[src/rtl/div_32_bit_seq_pkg.sv]
// Shared definitions for the sequential divider: FSM encoding and iteration sizing.
// The sequential multiplier reuses the same state encoding.
package div_32_bit_seq_pkg;

    localparam int DIV_WIDTH  = 32;
    localparam int DIV_ITER_W = $clog2(DIV_WIDTH) + 1;

    typedef enum logic [1:0] {
        S_IDLE = 2'd0,
        S_RUN  = 2'd1,
        S_DONE = 2'd2
    } div_state_e;

endpackage

[src/rtl/div_32_bit_seq_step.sv]
// One restoring-division step: shift in the next dividend bit, trial-subtract the divisor,
// keep the difference when it is non-negative. The compare is WIDTH+1 bits wide so that
// divisors with the MSB set are handled correctly.
module div_step #(
    parameter int WIDTH = 32
) (
    input  logic [WIDTH-1:0] rem,
    input  logic             q_msb,
    input  logic [WIDTH-1:0] divisor,
    output logic [WIDTH-1:0] rem_next,
    output logic             q_bit
);

    logic [WIDTH:0] t;
    logic [WIDTH:0] d;

    // Trial subtraction and restore select.
    always_comb begin
        t        = {rem, q_msb};
        d        = t - {1'b0, divisor};
        q_bit    = ~d[WIDTH];
        rem_next = q_bit ? d[WIDTH-1:0] : t[WIDTH-1:0];
    end

endmodule

[src/rtl/div_32_bit_seq.sv]
// Multi-cycle unsigned restoring divider: one quotient bit per clock, done pulse on completion.
// state  | meaning
// IDLE   | waiting for start; results held
// RUN    | iterating, one quotient bit per edge
// DONE   | one-cycle done pulse, results valid
module div_32_bit_seq
    import div_32_bit_seq_pkg::*;
#(
    parameter int WIDTH = DIV_WIDTH
) (
    input  logic             clk,
    input  logic             rst_n,
    input  logic             start,
    input  logic [WIDTH-1:0] dividend,
    input  logic [WIDTH-1:0] divisor,
    output logic             busy,
    output logic             done,
    output logic [WIDTH-1:0] quotient,
    output logic [WIDTH-1:0] remainder,
    output logic             div_by_zero
);

    localparam int CNT_W = $clog2(WIDTH) + 1;
    localparam logic [CNT_W-1:0] CNT_LAST = CNT_W'(WIDTH - 1);

    div_state_e       state_q, state_d;
    logic [CNT_W-1:0] count_q, count_d;
    logic [WIDTH-1:0] rem_q, rem_d;
    logic [WIDTH-1:0] qr_q, qr_d;
    logic [WIDTH-1:0] dvs_q, dvs_d;
    logic [WIDTH-1:0] quot_q, quot_d;
    logic [WIDTH-1:0] remo_q, remo_d;
    logic             dbz_q, dbz_d;

    logic [WIDTH-1:0] step_rem;
    logic             step_bit;

    div_step #(.WIDTH(WIDTH)) u_step (
        .rem      (rem_q),
        .q_msb    (qr_q[WIDTH-1]),
        .divisor  (dvs_q),
        .rem_next (step_rem),
        .q_bit    (step_bit)
    );

    // Next-state and datapath update; the divide-by-zero case bypasses RUN.
    always_comb begin
        state_d = state_q;
        count_d = count_q;
        rem_d   = rem_q;
        qr_d    = qr_q;
        dvs_d   = dvs_q;
        quot_d  = quot_q;
        remo_d  = remo_q;
        dbz_d   = dbz_q;
        case (state_q)
            S_IDLE: begin
                if (start) begin
                    if (divisor != '0) begin
                        dvs_d   = divisor;
                        rem_d   = '0;
                        qr_d    = dividend;
                        count_d = '0;
                        dbz_d   = 1'b0;
                        state_d = S_RUN;
                    end else begin
                        quot_d  = '1;
                        remo_d  = dividend;
                        dbz_d   = 1'b1;
                        state_d = S_DONE;
                    end
                end
            end
            S_RUN: begin
                rem_d   = step_rem;
                qr_d    = {qr_q[WIDTH-2:0], step_bit};
                count_d = count_q + 1'b1;
                if (count_q == CNT_LAST) begin
                    quot_d  = {qr_q[WIDTH-2:0], step_bit};
                    remo_d  = step_rem;
                    state_d = S_DONE;
                end
            end
            S_DONE:  state_d = S_IDLE;
            default: state_d = S_IDLE;
        endcase
    end

    // State and result registers with synchronous active-low reset.
    always_ff @(posedge clk) begin
        if (!rst_n) begin
            state_q <= S_IDLE;
            count_q <= '0;
            rem_q   <= '0;
            qr_q    <= '0;
            dvs_q   <= '0;
            quot_q  <= '0;
            remo_q  <= '0;
            dbz_q   <= 1'b0;
        end else begin
            state_q <= state_d;
            count_q <= count_d;
            rem_q   <= rem_d;
            qr_q    <= qr_d;
            dvs_q   <= dvs_d;
            quot_q  <= quot_d;
            remo_q  <= remo_d;
            dbz_q   <= dbz_d;
        end
    end

    // Status decoded directly from state so busy rises on the edge after acceptance.
    always_comb begin
        busy        = (state_q != S_IDLE);
        done        = (state_q == S_DONE);
        quotient    = quot_q;
        remainder   = remo_q;
        div_by_zero = dbz_q;
    end

endmodule

[config.mk]
export PLATFORM = sky130hd
export DESIGN_NAME = div_32_bit_seq
export DESIGN_NICKNAME = d
export VERILOG_FILES = /design/src/rtl/div_32_bit_seq_pkg.sv /design/src/rtl/div_32_bit_seq_step.sv /design/src/rtl/div_32_bit_seq.sv
export SDC_FILE = /design/constraint.sdc
export NUM_CORES = 1
export LEC_CHECK = 0
export CORE_ASPECT_RATIO = 0.75
export CORE_UTILIZATION = 35
export CTS_CLUSTER_DIAMETER = 60
export DETAILED_ROUTE_END_ITERATION = 8
export MAX_ROUTING_LAYER = met4
export PLACE_DENSITY_LB_ADDON = 0.15
export SYNTH_ARGS = -nofsm -noshare
export SYNTH_HDL_FRONTEND = slang
export SYNTH_SLANG_ARGS = --single-unit
[constraint.sdc]
create_clock -name clk -period 5.6 [get_ports clk]
set_input_delay 0.56 -clock clk [delete_from_list [all_inputs] [get_ports clk]]
set_output_delay 0.56 -clock clk [all_outputs]
set_load 0.02 [all_outputs]
==> flow_summary.ini, run 1 <==
[sta]
tightest_slew_ns = 1.13
fin_crit_sh_pct = 68.1
whs_ns = 0.456
rsz0062_at_grt = no
slew_viol_final = 0
hold_violations = 0
skew_ns = 0.0108
setup_viol = 0
max_freq_mhz = 262
fin_crit_ns = 3.81
fin_tns_setup_ns = 0
relSlewSlack_pct = 24.4

[die]
fp.dieArea_mm2 = 0.0251
io_pins = 134
fp-row-count = 49
fp.dieH_um = 138
die_x_um = 183
initial_core_util_pct = 35.7
core_area_mm2 = 0.0240

[layout]
nFillCells = 2487
finish.net_count = 1285
area_growth_syn_to_layout_pct = 24.5
finalInstanceArea_mm2 = 0.0107
drive_above_1_share_pct = 6.52

[logic_synthesis]
ys_seq_elements = 169
yosys.area.top_type_share_pct = 39.4
synth_nets = 1199
synth_top_family_by_area = simple AND/OR/NAND/NOR gates
synth_xor_area_share_pct = 3.06
netlist_area_mm2 = 0.00858
yosys-top-cells-area = dfxtp_1 (39%), nand2_1 (9.2%), a21oi_1 (5.4%)
synth_edf_count = 0
synth-simple-area-share_pct = 21.9
yosysMostFrequentCell = nand2_1
yosys.area.top_type = dfxtp_1
synth_cells = 1098
synthMuxAreaShare_pct = 2.93
ys_warn_count = 0
synth_compound_area_share_pct = 21.8
ys_types = 67
yosysSeqAreaShare_pct = 39.4
async_flop_share_pct = 0
avgSynthCellArea_um2 = 7.81
synth_fa_ha_area_share_pct = 5.05
ys.flop_type = dfxtp_1
synthTopCellsByCount = nand2_1 (210), dfxtp_1 (169), nor2_1 (100), a21oi_1 (92), nor3_1 (78)

[global_route]
grt_max_degree = 102
track_usage_pct = 21.4
grt_pass1_wl_mm = 40.9
first_global_vias = 7675
overflow = 0
antenna_found_initial = 1

[critical_path]
critPathArrivalTime_ns = 4.18
crit_slowest_cell = nor2_4
crit_start = qr_q[31]
cpPeakStageDelay_ns = 0.70
worst_setup_path_start_kind = flop
path_class = reg -> reg
crit_required_ns = 5.97
rr_startpoint = qr_q[31]
path_cells = inv_1, ha_1, inv_1, fa_1, a211oi_1, o21a_1, a211oi_2, a21o_1, o31a_1, nor2_4, buf_4, mux2i_1, a21oi_1, o21ai_1
crit_top_cell = inv_1
end_kind = flop
worstPathMaxFanout = 29

[route]
dr.pass1.iters = 4
antenna_left = 0
via_per_inst = 5.32
drt-total-wl_mm = 25.7
vias = 8135
avgRoutedWirePerCell_um = 16.8
dr.first_iter.drc_count = 488
drc_errors = 0

[placement]
dp_hpwl_mm = 18.3
placed_area_mm2 = 0.0101
numPortBuffers = 133
place_congestion = 0.898

[clock_network]
numCtsBuffers = 17
insertion_delay_ns = 0.44
postCtsHoldBufs = 0
clock-root-buffer = clkbuf_16
cts_tree = built
cts_resized = 0
post_cts.repair.setup_buffers = 0
clk_path_buf_depth = 2
clk_pin_slew_ns = 0.07
htreeDepth = 4
cts.sinks = 169

[pwr]
p_int_mw = 2.28
p_per_area_mw_per_mm2 = 316
p_leak_nw = 3.95
power.share.sequential_pct = 38.5
comb_power_share_pct = 26.0
pwr-share-clk_pct = 35.6
ir_drop_uv = 252
switching_share_pct = 32.4
switchingPower_mw = 1.09

[status]
outcome = finished, final reports clean

[flow_run]
maxCapViolCount = 0

[worst_hold_path]
hp-class = reg -> reg
hp-start = dvs_q[16]
state kept, by name, indices dropped and copies added, names as in the netlist:
register and flops:
count_q 6, div_by_zero 1, dvs_q 32, qr_q 32, quotient 32, rem_q 32
remainder 32, state_q 2
kinds of logic (layout without fill, tap and decap cells):
logic type / Yosys count / in the layout
fa+ha+maj: 34 / 34
simple gates: 441 / 441
mux: 23 / 23
flops: 169 / 169
compound gates: 283 / 283
xor+xnor: 30 / 30
buf+inv: 118 / 217
other cells: 0 / 1
worst paths after layout:
| kind | endpoint | slack [ns] | cells after the start |
|---|---|---|---|
| worst max-delay path | remainder[27] | 1.79 | 14 |
| worst min-delay path | dvs_q[16] | 0.46 | 2 |
| worst max register to register | remainder[27] | 1.79 | 14 |
| worst min register to register | dvs_q[16] | 0.46 | 2 |
power groups by stage:
stage | Sequential [mW] | Clock, mW | Combinational [mW]
final | 1.30 | 1.20 | 0.875
after global placement | 1.32 | 0 | 0.862
after floorplan | 1.31 | 0 | 0.663
after detailed placement | 1.32 | 0 | 0.864
after global routing | 1.30 | 1.28 | 0.962
after CTS | 1.30 | 1.22 | 0.870
critical path, delay by kind of cell, from the launching register on:
family / cells / cell delay (ns)
muxes: 1 / 0.27
and+or+nand+nor: 1 / 0.70
AOI/OAI and AO/OA: 7 / 1.48
buffers and inverters: 3 / 0.42
adders and majority gates: 2 / 0.56
DFF: 1 / 0.33
layout by cell type (no fill, tap or decap), types with 24 or more instances in the layout:
master / instances
a31oi_1: 24
ha_1: 33
inv_1: 40
clkdlybuf4s50_1: 133
a311oi_1: 35
nor3_1: 78
a21oi_1: 91
o21ai_0: 45
dfxtp_1: 169
nand2_1: 210
nor2_1: 98
layout make-up:
| class | count | area (µm²) | area share (%) |
|---|---|---|---|
| Inverter | 41 | 155 | 1.45 |
| Clock inverter | 13 | 145 | 1.36 |
| Tap cell | 331 | 414 | 3.88 |
| Clock buffer | 19 | 433 | 4.05 |
| Sequential cell | 169 | 3380 | 31.7 |
| Antenna cell | 1 | 2.50 | 0.0234 |
| Timing Repair Buffer | 144 | 1410 | 13.2 |
| Multi-Input combinational cell | 811 | 4730 | 44.3 |
layer usage:
metal / track usage [%] / up-vias / wire length [µm]
met2: 33.9 / 144 / 11800
met5: - / - / 0
met4: 5.74 / 0 / 361
met3: 4.04 / 24 / 829
met1: 28.0 / 3913 / 12700
li1: - / 4054 / -
stage by stage:
stage | util, % | instances | setup slack (ns) | total power [mW]
3_3_place_gp | 42.0 | 1496 | 1.82 | 2.18
3_5_place_dp | 42.0 | 1496 | 1.80 | 2.19
4_1_cts | 44.4 | 1528 | 1.83 | 3.39
2_1_floorplan | - | 1098 | 2.65 | 1.97
5_1_grt | 44.4 | 1529 | 1.50 | 3.54
6_report | 44.4 | 1529 | 1.79 | 3.37
(Power assumes the default switching activity.)
==> inputs of run 2 (changes only) <==
clock period = 3.2 ns   (was 5.6 ns; I/O delays follow)
==> run 2 against run 1 <==
  * Core utilization rose by 1.6 points
  * Highest routed layer unchanged
  * Critical path type unchanged
  * Clock-buffer cell count rose by 5
  * Worst setup slack lost 1.6 ns
  * Flip-flop and latch count unchanged
  * Maximum frequency up 26%
==> flow_summary.ini, run 2 (same netlist as run 1, synthesis figures left out) <==
[status]
outcome = finished, final reports clean

[sta]
tightest_slew_ns = 0.677
hold_violations = 0
relSlewSlack_pct = 54.7
fin_crit_sh_pct = 94.3
max_freq_mhz = 331
fin_tns_setup_ns = 0
rsz0062_at_grt = yes
fin_crit_ns = 3.02
skew_ns = 0.0100
slew_viol_final = 0
setup_viol = 0

[clock_network]
clk_path_buf_depth = 2
numCtsBuffers = 17
cts_tree = built
clk_pin_slew_ns = 0.07
htreeDepth = 4
clock-root-buffer = clkbuf_16
cts.sinks = 169
postCtsHoldBufs = 0
insertion_delay_ns = 0.44

[layout]
drive_above_1_share_pct = 9.77
area_growth_syn_to_layout_pct = 29.1
fin_util_pct = 46.1
nFillCells = 2478
mostFrequentLayoutCells = nand2_1 (207), dfxtp_1 (169), clkdlybuf4s50_1 (133)
fin_cells = 1560
layout_commonest_cell = nand2_1
finish.net_count = 1316

[die]
initial_core_util_pct = 35.7
fp-row-count = 49
die_x_um = 183
fp.dieArea_mm2 = 0.0251
core_area_mm2 = 0.0240
fp.dieH_um = 138
io_pins = 134

[critical_path]
rr_startpoint = qr_q[31]
crit_buf_inv = 4
path_class = reg -> reg
path_cells = inv_1, ha_1, inv_1, fa_2, a211oi_2, o21a_1, a211oi_2, a21o_1, o31ai_2, buf_4, nor2_4, buf_12, mux2_2, nand2_1, a31oi_1
crit_slowest_cell = a211oi_2
worstPathMaxFanout = 21
worst_setup_path_start_kind = flop
critPathArrivalTime_ns = 3.35
reg2reg_to = remainder[10]
end_kind = flop
worstRegToRegCells = 15
crit_required_ns = 3.53
rrSetupSlack_ns = 0.18
cpPeakStageDelay_ns = 0.40
crit_family = compound AO/OA/AOI/OAI gates

[route]
met1_length_mm = 12.8
via_per_inst = 5.22
avgRoutedWirePerCell_um = 16.7
vias = 8139
drt-total-wl_mm = 26.0
met2_length_mm = 11.9
drc_errors = 0
antenna_left = 0
dr.pass1.iters = 5
dr.first_iter.drc_count = 503
routed.top_layer = met4
route.met3.wl_um = 895

[pwr]
p_per_area_mw_per_mm2 = 546
p_leak_nw = 4.15
ir_drop_uv = 489

[worst_hold_path]
min_to = dvs_q[24]
min_path_cells = 3
hp-start = divisor[24]
hp-class = in -> reg

[global_route]
grt_max_degree = 62
overflow = 0
first_global_vias = 7836
antenna_found_initial = 1
grt_pass1_wl_mm = 41.8
track_usage_pct = 21.9

[placement]
dp.cells = 1526
numPortBuffers = 133
place_congestion = 0.902
dp_hpwl_mm = 19.1

[flow_run]
maxCapViolCount = 0
[run 2: per-layer routing]
metal  track usage (%)  vias to the layer above
li1                  -                     4113
met2              34.8                      149
met1              28.8                     3848
met5                 -                        -
met3              4.04                       29
met4              5.83                        0
[run 2: final cells by class]
class,instances,area (µm²),share of cell area [%]
clock inverter,8,85.1,0.768
sequential,169,3380,30.5
timing repair buffer,175,1750,15.8
antenna,1,2.50,0.0226
multi-input combinational,811,4790,43.2
inverter,41,155,1.40
tap,331,414,3.74
clock buffer,24,492,4.44
[run 2: repair_timing]
action / CTS / global route
buffers inserted: 0 / 1
setup endpoints to repair: 0 / 57
endpoints found under the hold margin: 0 / 0
resized for setup: 0 / 17
[run 2: per-stage QoR]
stage	total power, mW	area (µm²)	hold slack, ns	worst slack (ns)
floorplan	3.45	8580	0.436	0.249
global placement	3.93	10400	0.446	0.00371
detailed placement	3.94	10400	0.448	0.0701
CTS	6.03	11000	0.437	0.0288
global route	6.37	11100	0.460	-0.00494
finish	6.05	11100	0.448	0.181
[run 2: worst min-delay path: cells and delay by family]
kind / cells / cell delay [ns]
buffers and inverters: 1 / 0.41
and+or+nand+nor: 1 / 0.06
AOI/OAI and AO/OA: 1 / 0.05
[run 2: power by group]
group / internal [mW] / switching [mW]
registers: 2.20 / 0.0738
logic: 0.757 / 0.933
clock network: 1.16 / 0.928
total: 4.12 / 1.94
[run 2: worst max-delay path by stage]
stage	from	to	cells after the start
floorplan	qr_q[31]	rem_q[9]	15
finish	qr_q[31]	remainder[10]	15
CTS	dvs_q[15]	rem_q[31]	12
global placement	dvs_q[15]	rem_q[31]	12
global route	qr_q[31]	remainder[26]	14
detailed placement	dvs_q[15]	rem_q[31]	12
==> inputs of run 3 (changes only) <==
SLEW_MARGIN = 0   (was default)
==> results of run 3 <==
No change in the layout: final DEF, timing and power equal those of run 2.
